File: config.mk
export PLATFORM = sky130hd
export DESIGN_NAME = cache_axi_arbiter
export DESIGN_NICKNAME = d
export VERILOG_FILES = /design/src/rtl/cache_axi_arbiter_pkg.sv /design/src/rtl/cache_axi_arbiter_rr_arb2.sv /design/src/rtl/cache_axi_arbiter.sv
export SDC_FILE = /design/constraint.sdc
export NUM_CORES = 1
export LEC_CHECK = 0
export BUFFER_PORTS_ARGS = -buffer_cell sky130_fd_sc_hd__clkbuf_2
export CORE_AREA = 8 8 213 215
export CTS_BUF_LIST = sky130_fd_sc_hd__clkbuf_8 sky130_fd_sc_hd__clkbuf_16
export DETAILED_ROUTE_END_ITERATION = 10
export DIE_AREA = 0 0 221 223
export PLACE_DENSITY = 0.36
export SLEW_MARGIN = 5
export SYNTH_ARGS = -nofsm -noshare
export SYNTH_HDL_FRONTEND = slang
export SYNTH_SLANG_ARGS = --single-unit
export TNS_END_PERCENT = 30
File: constraint.sdc
create_clock -name clk -period 2.3 [get_ports clk]
set_input_delay 0.23 -clock clk [delete_from_list [all_inputs] [get_ports clk]]
set_output_delay 0.23 -clock clk [all_outputs]
set_load 0.02 [all_outputs]
File: src/rtl/cache_axi_arbiter_pkg.sv
// Shared definitions for the cache-to-AXI-bridge arbiter: read FSM encoding,
// read request type codes and grant identifiers.
package cache_axi_pkg;

    typedef enum logic [2:0] {
        IDLE   = 3'd0,
        I_REQ  = 3'd1,
        I_WAIT = 3'd2,
        D_REQ  = 3'd3,
        D_WAIT = 3'd4
    } rd_state_t;

    localparam logic [2:0] RD_TYPE_LINE = 3'b100;

    // Grant identifiers double as the rr_arb2 request bit index.
    localparam logic GRANT_IC = 1'b0;
    localparam logic GRANT_DC = 1'b1;

endpackage

File: src/rtl/cache_axi_arbiter_rr_arb2.sv
// Two-requester round-robin picker: on a tie the requester that was not
// granted last time wins; otherwise the sole requester is picked.
module rr_arb2
    import cache_axi_pkg::*;
(
    input  logic [1:0] req,
    input  logic       last,
    output logic       grant
);

    always_comb begin
        grant = GRANT_IC;
        if (req == 2'b11) begin
            grant = ~last;
        end else if (req[GRANT_DC]) begin
            grant = GRANT_DC;
        end
    end

endmodule

File: src/rtl/cache_axi_arbiter.sv
// Shares the AXI bridge cache port between ICache and DCache: round-robin read
// arbitration held for a whole burst, plus one outstanding DCache write with a
// same-line read hazard block.
module cache_axi_arbiter
    import cache_axi_pkg::*;
#(
    parameter int ADDR_W   = 32,
    parameter int LINE_OFF = 4,
    parameter int DATA_W   = 32
) (
    input  logic              clk,
    input  logic              resetn,

    input  logic              ic_rd_req,
    input  logic [2:0]        ic_rd_type,
    input  logic [ADDR_W-1:0] ic_rd_addr,
    output logic              ic_rd_rdy,
    output logic              ic_ret_valid,
    output logic              ic_ret_last,
    output logic [DATA_W-1:0] ic_ret_data,

    input  logic              dc_rd_req,
    input  logic [2:0]        dc_rd_type,
    input  logic [ADDR_W-1:0] dc_rd_addr,
    output logic              dc_rd_rdy,
    output logic              dc_ret_valid,
    output logic              dc_ret_last,
    output logic [DATA_W-1:0] dc_ret_data,

    input  logic              dc_wr_req,
    input  logic [2:0]        dc_wr_type,
    input  logic [ADDR_W-1:0] dc_wr_addr,
    input  logic [3:0]        dc_wr_wstrb,
    input  logic [127:0]      dc_wr_data,
    output logic              dc_wr_rdy,
    output logic              dc_wr_resp,

    output logic              br_rd_req,
    output logic [2:0]        br_rd_type,
    output logic [ADDR_W-1:0] br_rd_addr,
    input  logic              br_rd_rdy,
    input  logic              br_ret_valid,
    input  logic              br_ret_last,
    input  logic [DATA_W-1:0] br_ret_data,

    output logic              br_wr_req,
    output logic [2:0]        br_wr_type,
    output logic [ADDR_W-1:0] br_wr_addr,
    output logic [3:0]        br_wr_wstrb,
    output logic [127:0]      br_wr_data,
    input  logic              br_wr_rdy,
    input  logic              br_wr_resp
);

    localparam int TAG_W = ADDR_W - LINE_OFF;

    rd_state_t          state_reg;
    logic               last_grant_reg;
    logic               wr_pend_reg;
    logic [TAG_W-1:0]   wr_line_reg;

    logic [1:0]         rd_elig;
    logic               arb_grant;
    logic               wr_accept;
    logic               in_i_req, in_d_req, in_i_wait, in_d_wait;

    // A read is held back only while a write to its own cache line is pending.
    assign rd_elig[GRANT_IC] = ic_rd_req &
        ~(wr_pend_reg & (ic_rd_addr[ADDR_W-1:LINE_OFF] == wr_line_reg));
    assign rd_elig[GRANT_DC] = dc_rd_req &
        ~(wr_pend_reg & (dc_rd_addr[ADDR_W-1:LINE_OFF] == wr_line_reg));

    rr_arb2 u_rr_arb2 (
        .req   (rd_elig),
        .last  (last_grant_reg),
        .grant (arb_grant)
    );

    always_ff @(posedge clk or negedge resetn) begin
        if (!resetn) begin
            state_reg      <= IDLE;
            last_grant_reg <= GRANT_DC;
        end else begin
            case (state_reg)
                IDLE: begin
                    if (|rd_elig) begin
                        state_reg      <= (arb_grant == GRANT_DC) ? D_REQ : I_REQ;
                        last_grant_reg <= arb_grant;
                    end
                end
                I_REQ:  if (br_rd_rdy) state_reg <= I_WAIT;
                D_REQ:  if (br_rd_rdy) state_reg <= D_WAIT;
                I_WAIT, D_WAIT: begin
                    if (br_ret_valid && br_ret_last) state_reg <= IDLE;
                end
                default: state_reg <= IDLE;
            endcase
        end
    end

    assign wr_accept = br_wr_req & br_wr_rdy;

    // Acceptance takes priority over a (stray) response in the same cycle.
    always_ff @(posedge clk or negedge resetn) begin
        if (!resetn) begin
            wr_pend_reg <= 1'b0;
            wr_line_reg <= '0;
        end else if (wr_accept) begin
            wr_pend_reg <= 1'b1;
            wr_line_reg <= dc_wr_addr[ADDR_W-1:LINE_OFF];
        end else if (br_wr_resp) begin
            wr_pend_reg <= 1'b0;
        end
    end

    assign in_i_req  = (state_reg == I_REQ);
    assign in_d_req  = (state_reg == D_REQ);
    assign in_i_wait = (state_reg == I_WAIT);
    assign in_d_wait = (state_reg == D_WAIT);

    assign br_rd_req  = in_i_req | in_d_req;
    assign br_rd_type = in_i_req ? ic_rd_type : (in_d_req ? dc_rd_type : 3'd0);
    assign br_rd_addr = in_i_req ? ic_rd_addr : (in_d_req ? dc_rd_addr : '0);
    assign ic_rd_rdy  = in_i_req & br_rd_rdy;
    assign dc_rd_rdy  = in_d_req & br_rd_rdy;

    assign ic_ret_valid = in_i_wait & br_ret_valid;
    assign ic_ret_last  = in_i_wait & br_ret_last;
    assign ic_ret_data  = in_i_wait ? br_ret_data : '0;
    assign dc_ret_valid = in_d_wait & br_ret_valid;
    assign dc_ret_last  = in_d_wait & br_ret_last;
    assign dc_ret_data  = in_d_wait ? br_ret_data : '0;

    // Write-side pass-through is gated by resetn so nothing leaks out in reset.
    assign br_wr_req   = resetn & dc_wr_req & ~wr_pend_reg;
    assign br_wr_type  = resetn ? dc_wr_type  : 3'd0;
    assign br_wr_addr  = resetn ? dc_wr_addr  : '0;
    assign br_wr_wstrb = resetn ? dc_wr_wstrb : 4'd0;
    assign br_wr_data  = resetn ? dc_wr_data  : 128'd0;
    assign dc_wr_rdy   = resetn & br_wr_rdy & ~wr_pend_reg;
    assign dc_wr_resp  = resetn & br_wr_resp;

endmodule

==> results.md, run 1 <==
Logic synthesis:
- The cell count after synthesis is between 500 and 600.
- By area the synthesized netlist is led by and2_1 (31%), dfrtp_1 (20%), xor2_1 (10%), mux2i_1 (8.7%), mux2_2 (7.8%).
- In this run, synthesis produced a sequential element count of 33.
- In this run, distinct cell masters in the synthesized netlist total 30.
- The mean instance size in the synthesized netlist is slightly below 8 um^2.
- The top cell type's share of synthesized area is approximately 31%.
- The sequential fraction of the synthesis area is around 20%.
- The largest total area in the synthesized netlist belongs to and2_1.
- The number of warnings issued by yosys is 0.
- The mapped netlist covers between 0.004 and 0.005 mm^2.
- Counting every net in the synthesized netlist gives ~790.

Worst setup path:
- STA puts the critical path data arrival time at about 2.3 ns.
- The maximum fanout encountered on the critical timing path is 3.
- At the worst endpoint, the required time is about 2.5 ns.
- The register-to-register setup slack is between 0.1 and 0.15 ns.
- The class of the most critical setup path is flip-flop to flip-flop.
- The element type at the critical path start is a flip-flop.
- STA classifies the critical path endpoint as a flip-flop.

Cells and area:
- Relative to the synthesized area, the layout overhead comes to 89.0%.
- After filler insertion, the fill cell instance count of the layout stands at slightly below 5000.
- The area taken by multi-input logic gates is 0.00306 mm^2.
- The area taken by flip-flops and latches is a little over 800 um^2.
- Leaving out fill and tap cells, the most frequent cells in the layout are clkbuf_2 (553), and2_1 (202), xor2_1 (47).
- At the end of the flow the core is filled with cells to 18.1%.
- The final non-filler cell total is ~1600.
- The proportion of layout cells with a drive suffix above 1 is 58.2%.
- The register with the most flip-flops in the layout has 28 of them.
- The layout net count is between 1000 and 1500.
- The most frequent standard cell in the layout excluding fill and tap cells is clkbuf_2.

Global route:
- Global routing finished with a remaining overflow of 0.
- The first global-routing pass estimated 47.6 mm of wire.
- The via count of the first global-routing pass is approximately 6400.
- The number of antenna violations at the first check in global routing came to 10.
- The maximum number of pins on one net before global-route repair is 110.
- The total routing usage reported by global routing is 13.1%.

CTS:
- The total clock sinks is 33.
- The root buffer cell chosen for the clock tree is clkbuf_16.
- The number of buffers created by CTS is 5.
- Once the clock tree was built, the resizer swapped 0 gates to a different size.
- The clock insertion delay at the later pin of the skew report is approximately 0.28 ns.
- The clock transition at the register clock pins on the worst setup and hold paths after CTS is 0.05 ns.
- The H-tree generated during clock tree synthesis spans 2 levels.
- The CTS tree is done.
- The clock passes through at most 2 buffers.

Power and ir drop:
- Net switching is just over 50% of the power.
- In this run, the clock network consumes between 10% and 20% of the power.
- The internal portion of the total power is 2.54 mW.
- The power after layout is 5.27 mW.
- The power dissipated by switching net loads is 2.73 mW.
- The sequential share of power is 18.0%.
- The maximum vdd ir drop is about 0.28 mV.
- In this run, the combinational gates consume ~69% of the power.
- Dividing total power by cell area gives a power density of approximately 690 mW/mm^2.
- In this run the static leakage power is around 4.4 nW.

Drt:
- The pre-antenna-repair detailed-routing pass consisted of 4 iterations.
- The count of routing violations after the opening detailed-route iteration is about 170.
- Dividing the detail-routed wire length by the instance count gives 21.5 um.
- Summed over all layers, the routed wires come to about 34 mm.
- In this run the remaining antenna-violating nets after routing total 0.
- The vias after detailed routing is between 5000 and 6000.
- Dividing the detail-routed via count by the number of cells gives about 3.6.
- The remaining routing DRC violations is 0.

STA:
- Clock skew on the completed layout was measured at between 0.003 and 0.004 ns.
- The share of the clock period used by the worst path after layout is a little over nine tenths.
- Setup repair after global routing left no endpoint under its margin.
- The total negative slack is 0 ns.
- Derived from the worst setup path, the maximum achievable clock frequency is about 0.46 GHz.
- The number of endpoints failing setup at the final stage is 0.
- The count of endpoints failing hold in the final timing report is 0.
- The final critical delay including setup and external delays is 2.16 ns.
- The actual slew at the worst max-slew pin is 0.538 ns.
- The total count of max-transition violations in the final report is 0.
- The worst pin sits at a relative slew slack of a little under two thirds.

Placed design:
- The quantity of I/O buffers inserted on ports is roughly 550.
- In this run, placement finished with an instance count of ~1600.
- The last weighted congestion value of the routability-driven placer is roughly 0.84.
- After legalization and detailed placement, the total HPWL measured about 31 mm.

Floorplan:
- The die is 223 um tall.
- The total die area is about 0.049 mm^2.
- between 500 and 600 I/O pins were placed.
- The horizontal extent of the die is ~220 um.
- The initial utilization of the core area, before any placement, comes to 9.56%.
- The placement row count is 76.
- The placeable core area is 0.0423 mm^2.

Job:
- The number of max-cap violations is 0.

Run status:
- The run finished with clean final reports.

Hold path:
- In this run the worst hold path is classified as input port to flip-flop.
per-layer routing:
| layer | track usage (%) | wire [um] | up-vias |
|---|---|---|---|
| met5 | 0 | 27 | - |
| met4 | 1.68 | 214 | 4 |
| met3 | 5.49 | 3360 | 22 |
| met2 | 25.8 | 18400 | 354 |
| met1 | 12.9 | 12400 | 2620 |
| li1 | - | - | 2747 |
power groups by stage:
stage | clock [mW] | sequential, mW | combinational [mW]
after floorplan | 0 | 0.858 | 2.25
after global placement | 0 | 0.949 | 3.71
after detailed placement | 0 | 0.959 | 3.69
after CTS | 0.735 | 0.949 | 3.71
after global routing | 0.756 | 0.982 | 3.91
final | 0.716 | 0.946 | 3.61
worst max-delay path: stages, from the launching register on:
cell and delay, ns:
dfrtp_1 0.40, xor2_1 0.17, nor4_1 0.51, buf_4 0.20, nand4_1 0.07, o41a_1 0.37
o31a_1 0.31
cell type report:
cell class | count | area share, %
Inverter | 3 | 0.147
Clock buffer | 7 | 2.00
Antenna cell | 3 | 0.0982
Multi-Input combinational cell | 437 | 40.0
Timing Repair Buffer | 568 | 37.9
Tap cell | 546 | 8.93
Clock inverter | 1 | 0.0654
Sequential cell | 33 | 10.8
per-stage QoR:
step	area, um^2	setup slack, ns	hold slack (ns)
global placement	7470	0.118	0.0912
floorplan	4050	0.603	-0.0656
detailed placement	7470	0.104	0.0888
finish	7650	0.143	0.158
global route	7640	0.0170	0.171
CTS	7640	0.0917	0.160
synth_stat cells, drive strengths merged:
cell type	number
a21o	1
o41a	1
xnor2	9
clkbuf	38
o21a	1
buf	3
nor3	3
nand3	1
a21oi	2
nand4	5
nand2	4
inv	3
mux2	28
and3	37
o2111ai	1
o31a	1
and2	202
xor2	47
nor2b	1
mux2i	35
dfstp	1
nor2	40
nand3b	1
dfrtp	32
o211ai	1
a22o	1
o21ai	2
nor4	11
a41o	1
nor3b	1
final timing paths:
check | start | cells past startpoint | end
setup / recovery | wr_line_reg[0]$_DFFE_PN0P_ | 6 | state_reg[0]$_DFFE_PN0P_
hold / removal | br_wr_resp | 2 | wr_pend_reg$_DFFE_PN0P_
setup reg to reg | wr_line_reg[0]$_DFFE_PN0P_ | 6 | state_reg[0]$_DFFE_PN0P_
hold reg to reg | wr_line_reg[11]$_DFFE_PN0P_ | 1 | wr_line_reg[11]$_DFFE_PN0P_
max in group asynchronous | resetn | 4 | last_grant_reg$_DFFE_PN1P_
min in group asynchronous | resetn | 2 | wr_pend_reg$_DFFE_PN0P_
timing repair:
item,4_1_cts,5_1_grt
buffers inserted,0,0
hold buffers,1,0
endpoints found under the hold margin,13,0
cell families (layout without fill, tap and decap cells):
| family | Yosys count | count (layout) | synth area share (%) |
|---|---|---|---|
| flip-flops | 33 | 33 | 20.4 |
| other | 0 | 3 | 0 |
| AO/OA/AOI/OAI | 12 | 12 | 2.29 |
| buffers and inverters | 44 | 579 | 4.17 |
| XOR/XNOR | 56 | 56 | 12.1 |
| AND/OR/NAND/NOR | 306 | 306 | 44.5 |
| multiplexers | 63 | 63 | 16.5 |
No activity file was read; power rests on OpenSTA's default activity.
==> run 2, diff against run 1 <==
--- a/config.mk
+++ b/config.mk
@@ -10,6 +10,7 @@
 export CTS_BUF_LIST = sky130_fd_sc_hd__clkbuf_8 sky130_fd_sc_hd__clkbuf_16
 export DETAILED_ROUTE_END_ITERATION = 10
 export DIE_AREA = 0 0 221 223
+export MAX_ROUTING_LAYER = met4
 export PLACE_DENSITY = 0.36
 export SLEW_MARGIN = 5
 export SYNTH_ARGS = -nofsm -noshare
==> constraint.sdc (replaced) <==
create_clock -name clk -period 2.3 [get_ports clk]
set_input_delay 0.46 -clock clk [delete_from_list [all_inputs] [get_ports clk]]
set_output_delay 0.46 -clock clk [all_outputs]
set_load 0.02 [all_outputs]
==> results.md, run 2 (synthesis results as in run 1) <==
Run status:
- The run finished with clean final reports.

Global route:
- The met2 routing resource usage after global routing was 25.5% (-0.28 points).
- The most crowded layer after global routing is met2.
- The maximum number of pins on one net before global-route repair is 48 (-56%).
- The via count of the first global-routing pass came to 6442 (+0.37%).
- The first-pass GRT wire length is 47.8 mm (+0.46%).
- The total routing usage reported by global routing is 13.5% (+0.46 points).
- The number of antenna violations at the first check in global routing is 14 (+4).
- The sum of overflow across all layers after global routing was 0 (unchanged).
- The met1 capacity usage during global routing is 13.3% (+0.46 points).
- The global-route met3 utilization was 5.03% (-0.46 points).

STA:
- The share of the clock period used by the worst path after layout is 93.1% (-0.67 points).
- The smallest setup slack after layout is 0.158 ns (+0.0154 ns).
- The total negative slack is 0 ns (unchanged).
- The max-slew headroom at the worst pin is 68.5% (+4.7 points).
- Setup repair after global routing left no endpoint under its margin.
- The total count of max-transition violations in the final report is 0 (unchanged).
- The final critical delay including setup and external delays came to 2.14 ns (-0.0154 ns).
- The number of endpoints failing setup at the final stage is 0 (unchanged).
- The final worst clock skew is 0.00771 ns (+0.00445 ns).
- The fmax is 0.467 GHz (+0.72%).
- The actual slew at the worst max-slew pin is 0.469 ns (-0.0685 ns).
- The count of endpoints failing hold in the final timing report is 0 (unchanged).

Drt:
- The count of routing violations after the opening detailed-route iteration came to 197 (+19%).
- The remaining routing DRC violations came to 0 (unchanged).
- The routed wire length is 34.4 mm (about the same).
- The remaining antenna violation count after routing was 0 (unchanged).
- The first-pass iteration count of the detailed router is 4 (unchanged).
- The ratio of routed vias to standard cells came to 3.62 (+0.75%).
- The vias after detailed routing was 5812 (+1.1%).
- The average detailed-routed wire length per instance is 21.5 um (-0.38%).

Cells and area:
- The area taken by flip-flops and latches came to 828 um^2 (unchanged).
- Leaving out fill and tap cells, the most frequent cell in the layout is clkbuf_2.
- The top cell types in the final layout, fill and taps aside, are clkbuf_2 (553), and2_1 (202), xor2_1 (47).
- The layout net count is 1329 (+0.15%).
- The proportion of layout cells with a drive suffix above 1 is 58.4% (+0.27 points).
- Relative to the synthesized area, the layout overhead comes to 91.8%.
- The final non-filler cell total is 1604 (+0.38%).
- The area taken by multi-input logic gates is 0.00306 mm^2 (+0.12%).
- The number of flip-flops under the largest register name is 28 (unchanged).
- The filler cell count is 4850 (-1.1%).
- The final core area utilization came to 18.3% (+0.27 points).

Floorplan:
- The number of ports placed on the die boundary is 555 (unchanged).
- The total die area was 0.0493 mm^2 (unchanged).
- The placement row count was 76 (unchanged).
- The horizontal extent of the die was 221 um (unchanged).
- The placeable core area is 0.0423 mm^2 (unchanged).
- The y dimension of the die was 223 um (unchanged).
- The initial standard-cell utilization of the core is 9.56% (unchanged).

CTS:
- The worst-case clock buffer depth is 2 (unchanged).
- The clock transition at the register clock pins on the worst setup and hold paths after CTS is 0.06 ns (about the same).
- The clock insertion delay at the later pin of the skew report was 0.29 ns (about the same).
- The total clock sinks is 33 (unchanged).
- The number of buffers created by CTS is 5 (unchanged).
- The number of setup buffers added after CTS came to 0 (unchanged).
- The number of instances resized during post-cts repair came to 3 (+3).
- TritonCTS built the clock tree.
- The H-tree level count was 2 (unchanged).
- The post-cts hold buffer count is 0 (-1).
- The master cell of the clock root buffer is clkbuf_16.

Placed design:
- The placed wire-length estimate is 31.2 mm (-0.47%).
- The last weighted congestion value of the routability-driven placer was 0.831 (-1.7%).
- The pre-CTS setup slack is 0.0665 ns (-0.0373 ns).
- The number of placed cells counting well taps is 1589 (+0.19%).
- The quantity of I/O buffers inserted on ports is 554 (unchanged).

Power and ir drop:
- The internal portion of total power came to 2.69 mW (+5.7%).
- The total leakage power is 4.40 nW (+0.92%).
- The power dissipated by switching net loads came to 2.82 mW (+3.4%).
- The sequential share of power was 17.1% (-0.9 points).
- The maximum vdd ir drop is 0.393 mV (+40%).
- The clock group share of total power is 15.2% (+1.6 points).
- The power after layout is 5.51 mW (+4.5%).
- The ratio of total power to cell area was 709 mW/mm^2 (+2.9%).
- The proportion of power drawn by combinational gates is 67.7% (-0.8 points).
- The proportion of total power due to net switching is 51.2% (-0.55 points).

Worst setup path:
- STA classifies the critical path endpoint as an output port.
- The maximum fanout encountered on the critical timing path is 22 (+19).
- The required time at the endpoint of the critical path is 1.84 ns (-0.63 ns).
- The arrival time reported for the critical path endpoint came to 1.68 ns (-0.64 ns).
- The class of the most critical setup path is flip-flop to output port.
- The worst setup path is launched from a flip-flop.

Job:
- The number of max-cap violations is 0 (unchanged).

Hold path:
- The worst hold path class is input port to async pin.
run 2: layout make-up:
class	instances	area share, %
repair buffers	570	38.4
inverters	3	0.145
multi-input cells	437	39.5
flip-flops and latches	33	10.7
clock inverters	2	0.484
well taps	546	8.80
clock buffers	6	1.79
diodes	7	0.226
run 2: worst paths after layout:
path                                            startpoint                     endpoint  slack, ns  cells after the start
worst min-delay path                                resetn  wr_line_reg[13]$_DFFE_PN0P_       0.08                      1
worst min register to register  wr_line_reg[6]$_DFFE_PN0P_   wr_line_reg[6]$_DFFE_PN0P_       0.57                      1
worst max register to register  wr_line_reg[9]$_DFFE_PN0P_     state_reg[0]$_DFFE_PN0P_       0.28                      6
worst max-delay path              state_reg[1]$_DFFE_PN0P_               br_rd_addr[31]       0.16                      4
min in group clk                                br_wr_resp      wr_pend_reg$_DFFE_PN0P_       0.38                      2
max in group asynchronous                           resetn  wr_line_reg[27]$_DFFE_PN0P_       1.72                      2
run 2: power groups by stage:
stage	clock [mW]	combinational (mW)	sequential (mW)
floorplan	0	2.25	0.858
global placement	0	3.82	0.951
detailed placement	0	3.80	0.955
CTS	0.876	3.83	0.945
global route	0.899	4.05	0.970
finish	0.838	3.73	0.940
run 2: worst max-delay path, cell delays in order (launching register included):
cell	delay, ns
dfrtp_2	0.44
buf_6	0.32
mux2i_2	0.37
nor2_1	0.08
clkbuf_2	0.17
run 2: stage by stage:
| step | area [um^2] | hold slack (ns) |
|---|---|---|
| after floorplan | 4050 | 0.164 |
| after global placement | 7560 | 0.398 |
| after detailed placement | 7560 | 0.399 |
| after CTS | 7740 | 0.0833 |
| after global routing | 7760 | 0.0836 |
| final | 7760 | 0.0771 |
run 2: metal layers:
layer / share of wire, % / wire, um
met5: 0 / 0
met4: 1.1 / 379
met3: 8.9 / 3060
met2: 53 / 18200
met1: 37 / 12800
==> run 3, diff against run 2 <==
--- a/config.mk
+++ b/config.mk
@@ -11,7 +11,7 @@
 export DETAILED_ROUTE_END_ITERATION = 10
 export DIE_AREA = 0 0 221 223
 export MAX_ROUTING_LAYER = met4
-export PLACE_DENSITY = 0.36
+export PLACE_DENSITY = 0.33
 export SLEW_MARGIN = 5
 export SYNTH_ARGS = -nofsm -noshare
 export SYNTH_HDL_FRONTEND = slang
==> results.md, run 3 (synthesis results as in run 1) <==
Run status:
- The run finished with clean final reports.

Worst setup path:
- The critical path depth in cells is 4 (unchanged).
- The critical path launch point is state_reg[1]$_DFFE_PN0P_.
- The worst setup path is of the flip-flop to output port kind.
- The delay contributed by the slowest stage of the critical path came to 0.42 ns (-0.02 ns).
- The required time at the endpoint of the critical path is 1.84 ns (about the same).
- The worst-case reg-to-reg path depth is 5 (-1).
- STA classifies the critical path startpoint as a flip-flop.
- Walking the worst path, the cells encountered are buf_4, mux2i_1, nor2_1, clkbuf_2.
- The startpoint of the most critical register-to-register path is wr_line_reg[6]$_DFFE_PN0P_.
- The total buffers and inverters traversed by the critical path was 2 (unchanged).
- For this design, the slowest cell found on the critical path is buf_4.
- The termination of the worst setup path is br_rd_addr[10].
- The register-to-register setup slack is 0.25 ns (-0.03 ns).
- The maximum fanout encountered on the critical timing path is 22 (unchanged).
- The worst setup path is captured at an output port.
- The endpoint identified for the worst register-to-register timing path is state_reg[0]$_DFFE_PN0P_.
- Broken down by cell family, the worst path's largest delay share belongs to buffers and inverters.
- The arrival time reported for the critical path endpoint is 1.71 ns (+0.03 ns).

STA:
- The count of endpoints failing hold in the final timing report is 0 (unchanged).
- The actual slew at the worst max-slew pin was 0.570 ns (+0.101 ns).
- The number of endpoints failing setup at the final stage is 0 (unchanged).
- The final critical delay including setup and external delays is 2.17 ns (+0.0273 ns).
- The max-slew headroom at the worst pin is 61.7% (-6.8 points).
- The final worst clock skew is 0.00799 ns (+0.000280 ns).
- Setup repair after global routing left no endpoint under its margin.
- The total negative slack is 0 ns (unchanged).
- The share of the clock period used by the worst path after layout was 94.3% (+1.2 points).
- The fmax is 0.461 GHz (-1.3%).
- The total count of max-transition violations in the final report is 0 (unchanged).

CTS:
- The clock transition at the register clock pins on the worst setup and hold paths after CTS is 0.07 ns (about the same).
- The worst-case clock buffer depth is 2 (unchanged).
- The number of setup buffers added after CTS was 0 (unchanged).
- Clock tree synthesis selected as its root buffer the cell clkbuf_16.
- The number of buffers created by CTS is 5 (unchanged).
- The H-tree level count is 2 (unchanged).
- The clock insertion delay at the later pin of the skew report is 0.30 ns (about the same).
- The post-cts hold buffer count is 0 (unchanged).
- The CTS tree is done.
- The total clock sinks is 33 (unchanged).

Hold path:
- The worst hold path class is input port to async pin.

Drt:
- The remaining antenna violation count after routing is 0 (unchanged).
- The count of routing violations after the opening detailed-route iteration is 139 (-29%).
- The routed wire length is 35.7 mm (+3.8%).
- The vias after detailed routing was 5864 (+0.89%).
- The average detailed-routed wire length per instance is 22.3 um (+3.9%).
- The remaining routing DRC violations is 0 (unchanged).
- The ratio of routed vias to standard cells came to 3.66 (+1.0%).
- The first-pass iteration count of the detailed router is 5 (+1).

Power and ir drop:
- The total leakage power is 4.41 nW (+0.19%).
- The maximum vdd ir drop came to 0.307 mV (-22%).
- The ratio of total power to cell area is 717 mW/mm^2 (+1.1%).

Global route:
- The total routing usage reported by global routing is 14.0% (+0.48 points).
- The sum of overflow across all layers after global routing is 0 (unchanged).
- The maximum number of pins on one net before global-route repair is 61 (+27%).
- The via count of the first global-routing pass is 6325 (-1.8%).
- The first-pass GRT wire length is 48.6 mm (+1.7%).
- The number of antenna violations at the first check in global routing is 15 (+1).

Cells and area:
- The layout net count came to 1332 (+0.23%).
- The number of flip-flops under the largest register name came to 28 (unchanged).
- The area taken by flip-flops and latches was 828 um^2 (unchanged).
- The signed area change from the synthesized netlist to the final layout came to 91.7% (about the same).
- The proportion of layout cells with a drive suffix above 1 is 58.6% (+0.21 points).
- The area taken by multi-input logic gates was 0.00307 mm^2 (+0.12%).
- The final standard cell area without fillers is 0.00775 mm^2 (about the same).
- The most frequent standard cell in the layout excluding fill and tap cells is clkbuf_2.
- The filler cell count is 4898 (+0.99%).
- In the layout the commonest cells are clkbuf_2 (553), and2_1 (202), xor2_1 (47).

Floorplan:
- The placeable core area is 0.0423 mm^2 (unchanged).
- The total die area is 0.0493 mm^2 (unchanged).
- The initial standard-cell utilization of the core was 9.56% (unchanged).
- The placement row count is 76 (unchanged).
- The horizontal extent of the die was 221 um (unchanged).
- The number of ports placed on the die boundary was 555 (unchanged).
- The y dimension of the die came to 223 um (unchanged).

Placed design:
- The last weighted congestion value of the routability-driven placer was 0.844 (+1.6%).
- The placed wire-length estimate is 32.3 mm (+3.6%).
- The total placed instance area is 0.00756 mm^2 (unchanged).
- The quantity of I/O buffers inserted on ports is 554 (unchanged).

Job:
- The number of max-cap violations is 0 (unchanged).
==> run 3: worst min-delay path by stage <==
stage                                           start                          end  slack (ns)  cells after the start
after floorplan                                resetn     state_reg[0]$_DFFE_PN0P_        0.16                      0
after global placement    wr_line_reg[18]$_DFFE_PN0P_  wr_line_reg[18]$_DFFE_PN0P_        0.55                      1
after detailed placement  wr_line_reg[11]$_DFFE_PN0P_  wr_line_reg[11]$_DFFE_PN0P_        0.56                      1
after CTS                                      resetn  wr_line_reg[27]$_DFFE_PN0P_        0.28                      2
after global routing                           resetn      wr_pend_reg$_DFFE_PN0P_        0.30                      2
final                                          resetn      wr_pend_reg$_DFFE_PN0P_        0.28                      2
==> run 3: stage by stage <==
step | cells | hold WS, ns | utilization, % | power, mW | setup slack (ns)
6_report | 1602 | 0.276 | 18.3 | 5.56 | 0.131
5_1_grt | 1602 | 0.301 | 18.3 | 5.96 | 0.0123
4_1_cts | 1600 | 0.282 | 18.3 | 5.68 | 0.0267
3_5_place_dp | 1592 | 0.561 | 17.9 | 4.78 | 0.100
3_3_place_gp | 1592 | 0.552 | 17.9 | 4.79 | 0.0763
2_1_floorplan | 514 | 0.164 | - | 3.11 | 0.452
==> run 3: cell type report <==
class | count | share of cell area [%]
clock inverter | 2 | 0.484
timing repair buffer | 573 | 38.5
inverter | 3 | 0.145
multi-input combinational | 437 | 39.6
tap | 546 | 8.81
clock buffer | 6 | 1.79
sequential | 33 | 10.7
antenna | 2 | 0.0645
==> run 3: repair_timing <==
action,CTS,global route
hold endpoints to repair,0,0
gates resized for setup,1,5
endpoints found under the setup margin,32,33
pin swaps,0,0
==> run 3: routing by layer <==
layer	track usage (%)	part of all wire (%)	vias to the layer above
met5	-	0	-
met4	1.68	1.2	0
met3	6.26	9.9	39
met2	26.2	52	376
met1	13.7	37	2695
li1	-	-	2754
==> run 3: where the power goes <==
part           leakage [nW]  internal [mW]  switching [mW]
logic                  3.93           1.42            2.34
clock network        0.0831          0.542           0.311
registers             0.393          0.738           0.207
